===== src/rtl/axi_ux_resp_arb.sv =====
// Round-robin response arbiter: collects per-tile AXI responses and forwards
// one per cycle through a single registered output entry, tagging the source tile.
module axi_ux_resp_arb #(
    parameter int BW        = 32,
    parameter int ADDR_TILE = 4,
    parameter int TILES     = 16
) (
    input  logic                  CLK,
    input  logic                  RST,
    input  logic [TILES-1:0]      tile_AXI_VALID,
    input  logic [2*TILES-1:0]    tile_AXI_RESP,
    input  logic [BW*TILES-1:0]   tile_AXI_DATA,
    output logic [TILES-1:0]      tile_AXI_READY,
    input  logic                  AXI_READY,
    output logic                  AXI_VALID,
    output logic [1:0]            AXI_RESP,
    output logic [BW-1:0]         AXI_DATA,
    output logic [ADDR_TILE-1:0]  AXI_SRC
);

    typedef enum logic {EMPTY, FULL} state_t;

    state_t               state;
    logic [ADDR_TILE-1:0] last;
    logic [ADDR_TILE-1:0] winner;
    logic [ADDR_TILE-1:0] cand;
    logic                 found;
    logic                 can_accept;
    logic                 grant;

    // Search last+1 .. last+TILES modulo TILES; the final candidate is last itself,
    // so a lone valid tile wins regardless of where the pointer sits.
    always_comb begin
        found  = 1'b0;
        winner = '0;
        cand   = '0;
        for (int k = 1; k <= TILES; k++) begin
            cand = ADDR_TILE'((int'(last) + k) % TILES);
            if (!found && tile_AXI_VALID[cand]) begin
                found  = 1'b1;
                winner = cand;
            end
        end
    end

    // Accept when the entry is empty or is being drained in this same cycle.
    assign can_accept     = (state == EMPTY) || AXI_READY;
    assign grant          = can_accept && found && !RST;
    assign tile_AXI_READY = grant ? (TILES'(1) << winner) : '0;
    assign AXI_VALID      = (state == FULL);

    always_ff @(posedge CLK or posedge RST) begin
        if (RST) begin
            state    <= EMPTY;
            AXI_RESP <= 2'b00;
            AXI_DATA <= '0;
            AXI_SRC  <= '0;
            last     <= ADDR_TILE'(TILES - 1);
        end else if (grant) begin
            state    <= FULL;
            AXI_RESP <= tile_AXI_RESP[int'(winner)*2 +: 2];
            AXI_DATA <= tile_AXI_DATA[int'(winner)*BW +: BW];
            AXI_SRC  <= winner;
            last     <= winner;
        end else if (AXI_READY) begin
            state <= EMPTY;
        end
    end

endmodule

===== config.mk =====
export PLATFORM = sky130hd
export DESIGN_NAME = axi_ux_resp_arb
export DESIGN_NICKNAME = d
export VERILOG_FILES = /design/src/rtl/axi_ux_resp_arb.sv
export SDC_FILE = /design/constraint.sdc
export NUM_CORES = 1
export LEC_CHECK = 0
export BUFFER_PORTS_ARGS = -buffer_cell sky130_fd_sc_hd__buf_2
export CAP_MARGIN = 20
export CORE_AREA = 5 5 239 241
export DETAILED_ROUTE_END_ITERATION = 16
export DIE_AREA = 0 0 244 246
export GPL_TIMING_DRIVEN = 0
export PLACE_DENSITY_LB_ADDON = 0.08
export SYNTH_ARGS = -nofsm -noshare
export SYNTH_HDL_FRONTEND = slang
export SYNTH_SLANG_ARGS = --single-unit

===== constraint.sdc =====
create_clock -name CLK -period 14.2 [get_ports CLK]
set_clock_uncertainty 0.2 [all_clocks]
set_input_delay 4.26 -clock CLK [delete_from_list [all_inputs] [get_ports CLK]]
set_output_delay 4.26 -clock CLK [all_outputs]
set_load 0.05 [all_outputs]

Word-level counts from Yosys, hierarchy flattened
Index checks and enable logic that the tools add are counted.

cells by class
  add/sub/neg operators = 16
  order comparisons = 16
  shifts and indexed selects = 3
  multiplexer cells = 67
  bitwise logic cells = 1
  reductions and logical operators = 35

operator list
  cell                                                                   count
  512-bit by 10-bit indexed part select with 32-bit output               1
  4-bit by 5-bit < comparator with 1-bit output (second input constant)  16
  1-bit binary-select mux with 4-bit select                              16
  4-bit 2-to-1 mux                                                       16
  1-bit 2-to-1 mux                                                       34
  4-bit adder (second input constant)                                    8
  32-bit by 6-bit indexed part select with 2-bit output                  1
  1-bit logical AND                                                      17
  4-bit by 3-bit adder with 4-bit output (second input constant)         4
  1-bit logical NOT                                                      16
  16-bit 2-to-1 mux                                                      1
  1-bit by 4-bit left shift with 16-bit output (first input constant)    1
  4-bit by 1-bit adder with 4-bit output (second input constant)         2
  4-bit by 2-bit adder with 4-bit output (second input constant)         2
  2-bit nonzero test                                                     1
  1-bit logical OR                                                       1
  1-bit NOT                                                              1

storage, ports and cells
  flip-flop bits (word level) = 43
  input port bits = 563

Depth between registers and ports, before layout
Gate-level depths: netlist of run 1.

  word-level depth = 52
  gate-level depth with buffers = 22
  depth with buffers taken out = 14

Least setup slack after synthesis of run 1
Ideal clock, no wire load.

  path type = in2out
  start = in tile_AXI_VALID[3]
  end = out tile_AXI_READY[9]
  data arrival time = 7746 ps
  setup slack = 1994 ps
  stages = 13
  buffers on the path = 3
  path through = mux2_1 -> mux2_2 -> mux4_2 -> a2111oi_2 -> and4_4 -> a2111oi_2 -> o22ai_1 -> and2_1 -> buf_4 -> buf_4 -> buf_2 -> nand2_1 -> nor2b_1

on the way
  cells in the longest elaborated chain, start to end = 51

RTL lines
  item                                       RTL line  text
  start: declaration                         10        input logic [TILES-1:0] tile_AXI_VALID,
  1-bit binary-select mux with 4-bit select  39        if (!found && tile_AXI_VALID[cand]) begin
  1-bit 2-to-1 mux (not written as such)     39
  1-bit 2-to-1 mux                           39
  1-bit logical NOT                          39
  1-bit logical AND                          39
  1-bit 2-to-1 mux                           39
  1-bit logical NOT                          39
  1-bit logical AND                          39
  [... 34 more ...]                          -
  1-bit logical NOT                          39
  1-bit logical AND                          39
  1-bit 2-to-1 mux                           39
  1-bit logical NOT                          39
  1-bit logical AND                          39
  1-bit 2-to-1 mux                           39
  1-bit logical AND (2 in a row)             48        assign grant = can_accept && found && !RST;
  16-bit 2-to-1 mux *                        49        assign tile_AXI_READY = grant ? (TILES'(1) << winner) : '0;
  end: declaration                           13        output logic [TILES-1:0] tile_AXI_READY,

Mark *: on every way between the ends. The rest lies on a longest branch, timed or not. The select of a mux whose other input is x is not followed.

Worst setup path after layout of run 1
  start = in tile_AXI_VALID[12]
  end = out tile_AXI_READY[12]

Same word-level chain as after synthesis.

==> results of run 1 <==
[area by class of cell]
type,instances,area [um^2]
Tap cell,704,881
Clock buffer,6,139
Multi-Input combinational cell,991,6910
Buffer,107,563
Clock inverter,2,38.8
Sequential cell,43,1080
Timing Repair Buffer,619,3120
Inverter,12,45.0
Fill cell,6284,41900
Antenna cell,13,32.5
[through the flow]
step	hold slack [ps]	worst slack [ps]	instance area (um^2)
4_1_cts	293	795	12800
3_5_place_dp	274	803	12600
5_1_grt	326	520	12800
2_1_floorplan	548	1990	8600
6_report	287	852	12800
3_3_place_gp	263	783	12600
[registers in the layout (all words and copies together), names as in the netlist]
signal / cells
AXI_RESP: 2
last: 4
AXI_SRC: 4
AXI_VALID: 1
AXI_DATA: 32
[Yosys cell counts, types with 9 or more instances]
cell type  count
buf_2         57
nand3_1       48
mux2i_1      170
a21oi_1       24
o21ai_0       13
inv_1         11
buf_4         16
nor2b_1        9
mux4_2        21
mux2_2        18
o22ai_1       13
clkbuf_1      27
nand2_1      348
a32oi_1      156
a32o_1         9
dfrtp_1       39
mux2_1        12
nor2_1        41
[worst paths after layout]
| kind | start | endpoint | slack [ps] | cells past startpoint |
|---|---|---|---|---|
| min | AXI_SRC[0] | AXI_SRC[0] | 290 | 2 |
| min in group asynchronous | RST | AXI_VALID | 3770 | 2 |
| max in group asynchronous | RST | AXI_DATA[7] | 9420 | 3 |
| max reg2reg | last[1] | AXI_DATA[23] | 6480 | 22 |
| min reg2reg | AXI_SRC[0] | AXI_SRC[0] | 290 | 2 |
| max | tile_AXI_VALID[12] | tile_AXI_READY[12] | 850 | 15 |
[routing by layer]
layer  vias up  global-route usage (%)  part of all wire [%]
met5         -                       0                  0.17
met4        20                    5.94                   2.5
met3        92                    5.73                   6.2
met2       496                    41.0                    50
met1      6025                    27.9                    41
li1       5655                       -                     -
[worst reg2reg max path, cell delays in order, from the launching register on]
cell and delay [ps]:
dfstp_2 590, buf_2 320, buf_4 280, buf_1 590
inv_1 430, ha_1 430, buf_6 150, buf_6 170
mux2_2 380, mux4_2 550, mux2_2 360, a211oi_1 240
o21ai_0 180, a21oi_1 310, o22ai_1 180, nand2_2 180
buf_4 220, buf_2 420, buf_1 670, nand2_1 220
a32oi_1 300, nand3_1 170, nand2_1 110
[kinds of logic after synthesis]
logic type               after synthesis
adder cells (fa/ha/maj)                8
AND/OR/NAND/NOR                      486
buffers and inverters                119
AO/OA/AOI/OAI                        264
multiplexers                         221
XOR/XNOR                              12
flip-flops                            43
==> impl_results.md, run 1 <==
- Status: complete, no violations
- Critical Path Fanout Max: 10
- CP cell instances: buf_2, mux4_2, mux2i_1, mux2i_1, nor4_1, and4_4, a2111oi_2, o22ai_1, nand2_2, buf_4, buf_2, buf_1, nand2_1, nor2_1, buf_2
- Slew HR: 32.7%
- Overall Global Routing Usage: 23.1%
- CP Launch Type: input port
- Longest Clk Path Bufs: 2
- Routed Antenna Nets: 0
- Largest area contributor in the netlist: mux2i_1
- CP max-delay cell: buf_1
- Post-Synth Adder-Cell Area: 1.16%
- Non-filler cells in the finished layout: 2497
- DR WL/cell: 29.4 um
- # clock sinks: 43
- Final worst path period need: 13350 ps
- Gate Count Post-Synth: 1153
- Initial core utilization: 15.7%
- Final HPWL from detailed placement: 62.6 mm
- Delay of the slowest critical-path stage: 660 ps
- Die Area: 60000 um^2
- Top-area cell type share of the netlist area: 19.8%
- CTS root buf: clkbuf_16
- Final setup TNS: 0 ps
- Fin. Hold Viols: 0
- Commonest cells after routing, fill and taps aside: buf_2 (674), nand2_1 (348), mux2i_1 (170), a32oi_1 (156), nand3_1 (48)
- Type of destination of the critical path: output pin
- Vias in the first global route: 12900
- DIE HEIGHT: 246 um
- Drt drc: 0
- Total Wirelength: 73.5 mm
- Arr. time, crit path: 8890 ps
- Max frequency: 74.9 MHz
- Io pins: 618
- Dpl cells: 2476
- Area Overhead vs Synth: 49.0%
- 1st-pass router iterations: 5
- Kind of critical path: input port to output pin
- Worst EP required: 9740 ps
- # rows: 86
- # hold bufs at CTS: 0
- Post-Synth Simple-Gate Area: 23.6%
- Final Cycle Share: 94.0%
- Pins over their slew limit: 0
- Post-synthesis xor/xnor area fraction: 1.22%
- H-tree levels: 2
- First-pass GRT wire length: 99.3 mm
- Worst slew pin tran: 1000 ps
- CP bufs+invs: 5
- Worst-Skew Late Latency: 340 ps
- Final core occ: 23.4%
- Postcts setup bufs: 0
- Cts repair resizes: 0
- Initial antenna violation count: 41
- Port Buffers: 617
- Top post-synthesis cells by area: mux2i_1 (20%), a32oi_1 (16%), nand2_1 (15%), dfrtp_1 (11%), mux4_2 (5.5%)
- Via density: 4.92
- Synth Register Bits: 43
- CTS Buf Count: 5
- Final GP Congestion: 0.911
- Async SR Flop Fraction: 100%
- Max_cap viols: 0
- Kind of cell adding the most delay to the critical path: buffers and inverters
- Die Span X: 244 um
- Syn Std Cell Area: 8600 um^2
- Net Count, Synth: 1724
- Clk slew on worst S/H paths: 80 ps
- Vias: 12300
- CP dominant cell by count: buf_2
- RSZ-0062 raised after global routing: no
- Synth Area per Inst: 7.46 um^2
- Hold Crit Class: flop to flop
- Synth Area in Compound Gates: 25.2%
- First DRT Iteration DRCs: 621
- Synth warnings: 0
- Layout Nets: 2350
- Final setup viols: 0
- TritonCTS clock tree: done
- Mux share of post-synthesis cell area: 29.2%
- Sequential fraction of the synthesis area: 12.6%
- Area of the core: 54700 um^2
- Post-synth EDFFs: 0
- Commonest non-fill, non-tap cell in the layout: buf_2
- Fraction of final layout cells sized beyond drive strength 1: 42.8%
- Total gr overflow: 0
- Main combinational cell family by area after synthesis: multiplexers
- Primary FF master, synth: dfrtp_1
- Largest net degree at the start of global routing: 27
- Post-synth cell types: 67
Power of run 1 is left out: the tool's default activity adds up to more than one toggle a clock period on the data nets, which glitch-free logic cannot reach.
==> run 2: changes to the inputs <==
Settings changed: CORE_AREA 5 5 239 241 to 2 2 243 245, DIE_AREA 0 0 244 246 to 0 0 245 247.
==> impl_results.md, run 2 (same netlist as run 1, synthesis figures left out) <==
- Clk slew on worst S/H paths: 70 ps
- GR Layer Usage met3: 3.91%
- Total gr overflow: 0
- Busiest grt layer: met2
- Vias in the first global route: 12600
- # clock sinks: 43
- Largest net degree at the start of global routing: 23
- CTS Buf Count: 5
- Final GP Congestion: 0.920
- Initial antenna violation count: 30
- Worst EP required: 9740 ps
- CTS root buf: clkbuf_16
- CP Launch Type: input port
- Total Wirelength: 70.8 mm
- Final HPWL from detailed placement: 60.6 mm
- Type of destination of the critical path: output pin
- Critical Path Fanout Max: 10
- TritonCTS clock tree: done
- Slew HR: 33.3%
- Longest Clk Path Bufs: 2
- DR WL/cell: 27.6 um
- Area Overhead vs Synth: 49.4%
- Port Buffers: 617
- Vias: 12200
- 1st-pass router iterations: 6
- Largest reg by FF count: AXI_DATA
- Total area of sequential cells: 1080 um^2
- Fraction of final layout cells sized beyond drive strength 1: 42.7%
- Overall Global Routing Usage: 22.3%
- Drt drc: 0
- Biggest regs: AXI_DATA x32, AXI_SRC x4, last x4
- DIE HEIGHT: 247 um
- Final setup TNS: 0 ps
- First-pass GRT wire length: 95.3 mm
- Commonest cells after routing, fill and taps aside: buf_2 (674), nand2_1 (348), mux2i_1 (170), a32oi_1 (156), nand3_1 (48)
- Worst slew pin tran: 996 ps
- Pins over their slew limit: 0
- Final Cycle Share: 95.3%
- Area of the core: 58200 um^2
- H-tree levels: 2
- Final worst path period need: 13530 ps
- Routed Antenna Nets: 0
- Die Area: 60500 um^2
- Grt met1 use: 27.1%
- Die Span X: 245 um
- Hold Crit Class: flop to flop
- Hold slack: 287 ps
- Kind of critical path: input port to output pin
- Final setup viols: 0
- Arr. time, crit path: 9070 ps
- Worst-Skew Late Latency: 310 ps
- Fin. Hold Viols: 0
- RSZ-0062 raised after global routing: no
- Max reg flops: 32
- Fill cells: 6650
- Status: complete, no violations
- # rows: 89
- Layout Nets: 2350
- Footprint of the multi-input gates: 6910 um^2
- Initial core utilization: 14.8%
- Commonest non-fill, non-tap cell in the layout: buf_2
- Max frequency: 73.9 MHz
- Io pins: 618
- First DRT Iteration DRCs: 892
- Postcts setup bufs: 0
- GRT met2 Usage: 40.9%
- Via density: 4.74
- # hold bufs at CTS: 0
- Cts repair resizes: 0
- Max_cap viols: 0
-- run 2: cell count changes in the layout (fill, tap and decap cells not counted), sizes merged --
cell,previous run,this run
clkinv,0,2
diode,13,12
clkbuf,33,32
bufinv,1,0
inv,13,12
-- run 2: worst max-delay path, stage by stage --
cell and delay (ps):
buf_2 170, mux4_2 580, mux2i_1 310, mux2i_1 300, a21oi_1 200, o21ai_0 160
a2111oi_2 590, o22ai_1 240, nand2_2 160, buf_4 210, buf_2 470, buf_1 670
nand2_1 290, nor2b_1 160, buf_2 270
-- run 2: worst paths after layout --
| check | start | slack, ps | depth (start not counted) | to |
|---|---|---|---|---|
| worst min-delay path | AXI_DATA[5] | 290 | 2 | AXI_DATA[5] |
| worst max-delay path | tile_AXI_VALID[13] | 670 | 15 | tile_AXI_READY[8] |
| worst max register to register | last[1] | 6600 | 22 | AXI_DATA[15] |
| min in group asynchronous | RST | 3840 | 2 | AXI_VALID |
| max in group asynchronous | RST | 9370 | 3 | AXI_DATA[5] |
| worst min register to register | AXI_DATA[5] | 290 | 2 | AXI_DATA[5] |
-- run 2: per-layer routing --
| metal | part of all wire (%) | vias up |
|---|---|---|
| met2 | 52 | 498 |
| met3 | 5.8 | 75 |
| met1 | 41 | 5907 |
| met4 | 1.8 | 22 |
| met5 | 0.20 | - |
| li1 | - | 5653 |
-- run 2: layout make-up --
| cell class | count | share of cell area [%] |
|---|---|---|
| diodes | 12 | 0.234 |
| flip-flops and latches | 43 | 8.41 |
| clock inverters | 2 | 0.107 |
| inverters | 12 | 0.351 |
| plain buffers | 107 | 4.38 |
| clock buffers | 5 | 0.974 |
| multi-input cells | 991 | 53.8 |
| repair buffers | 619 | 24.2 |
| well taps | 773 | 7.53 |
-- run 2: through the flow --
stage	cells	utilization [%]	worst slack (ps)	area [um^2]
6_report	2564	22.1	668	12800
5_1_grt	2559	22.0	304	12800
4_1_cts	2552	22.0	586	12800
3_5_place_dp	2545	21.8	616	12700
3_3_place_gp	2543	21.7	542	12700
2_1_floorplan	1153	-	1990	8600
Power of run 2 is left out for the same reason.
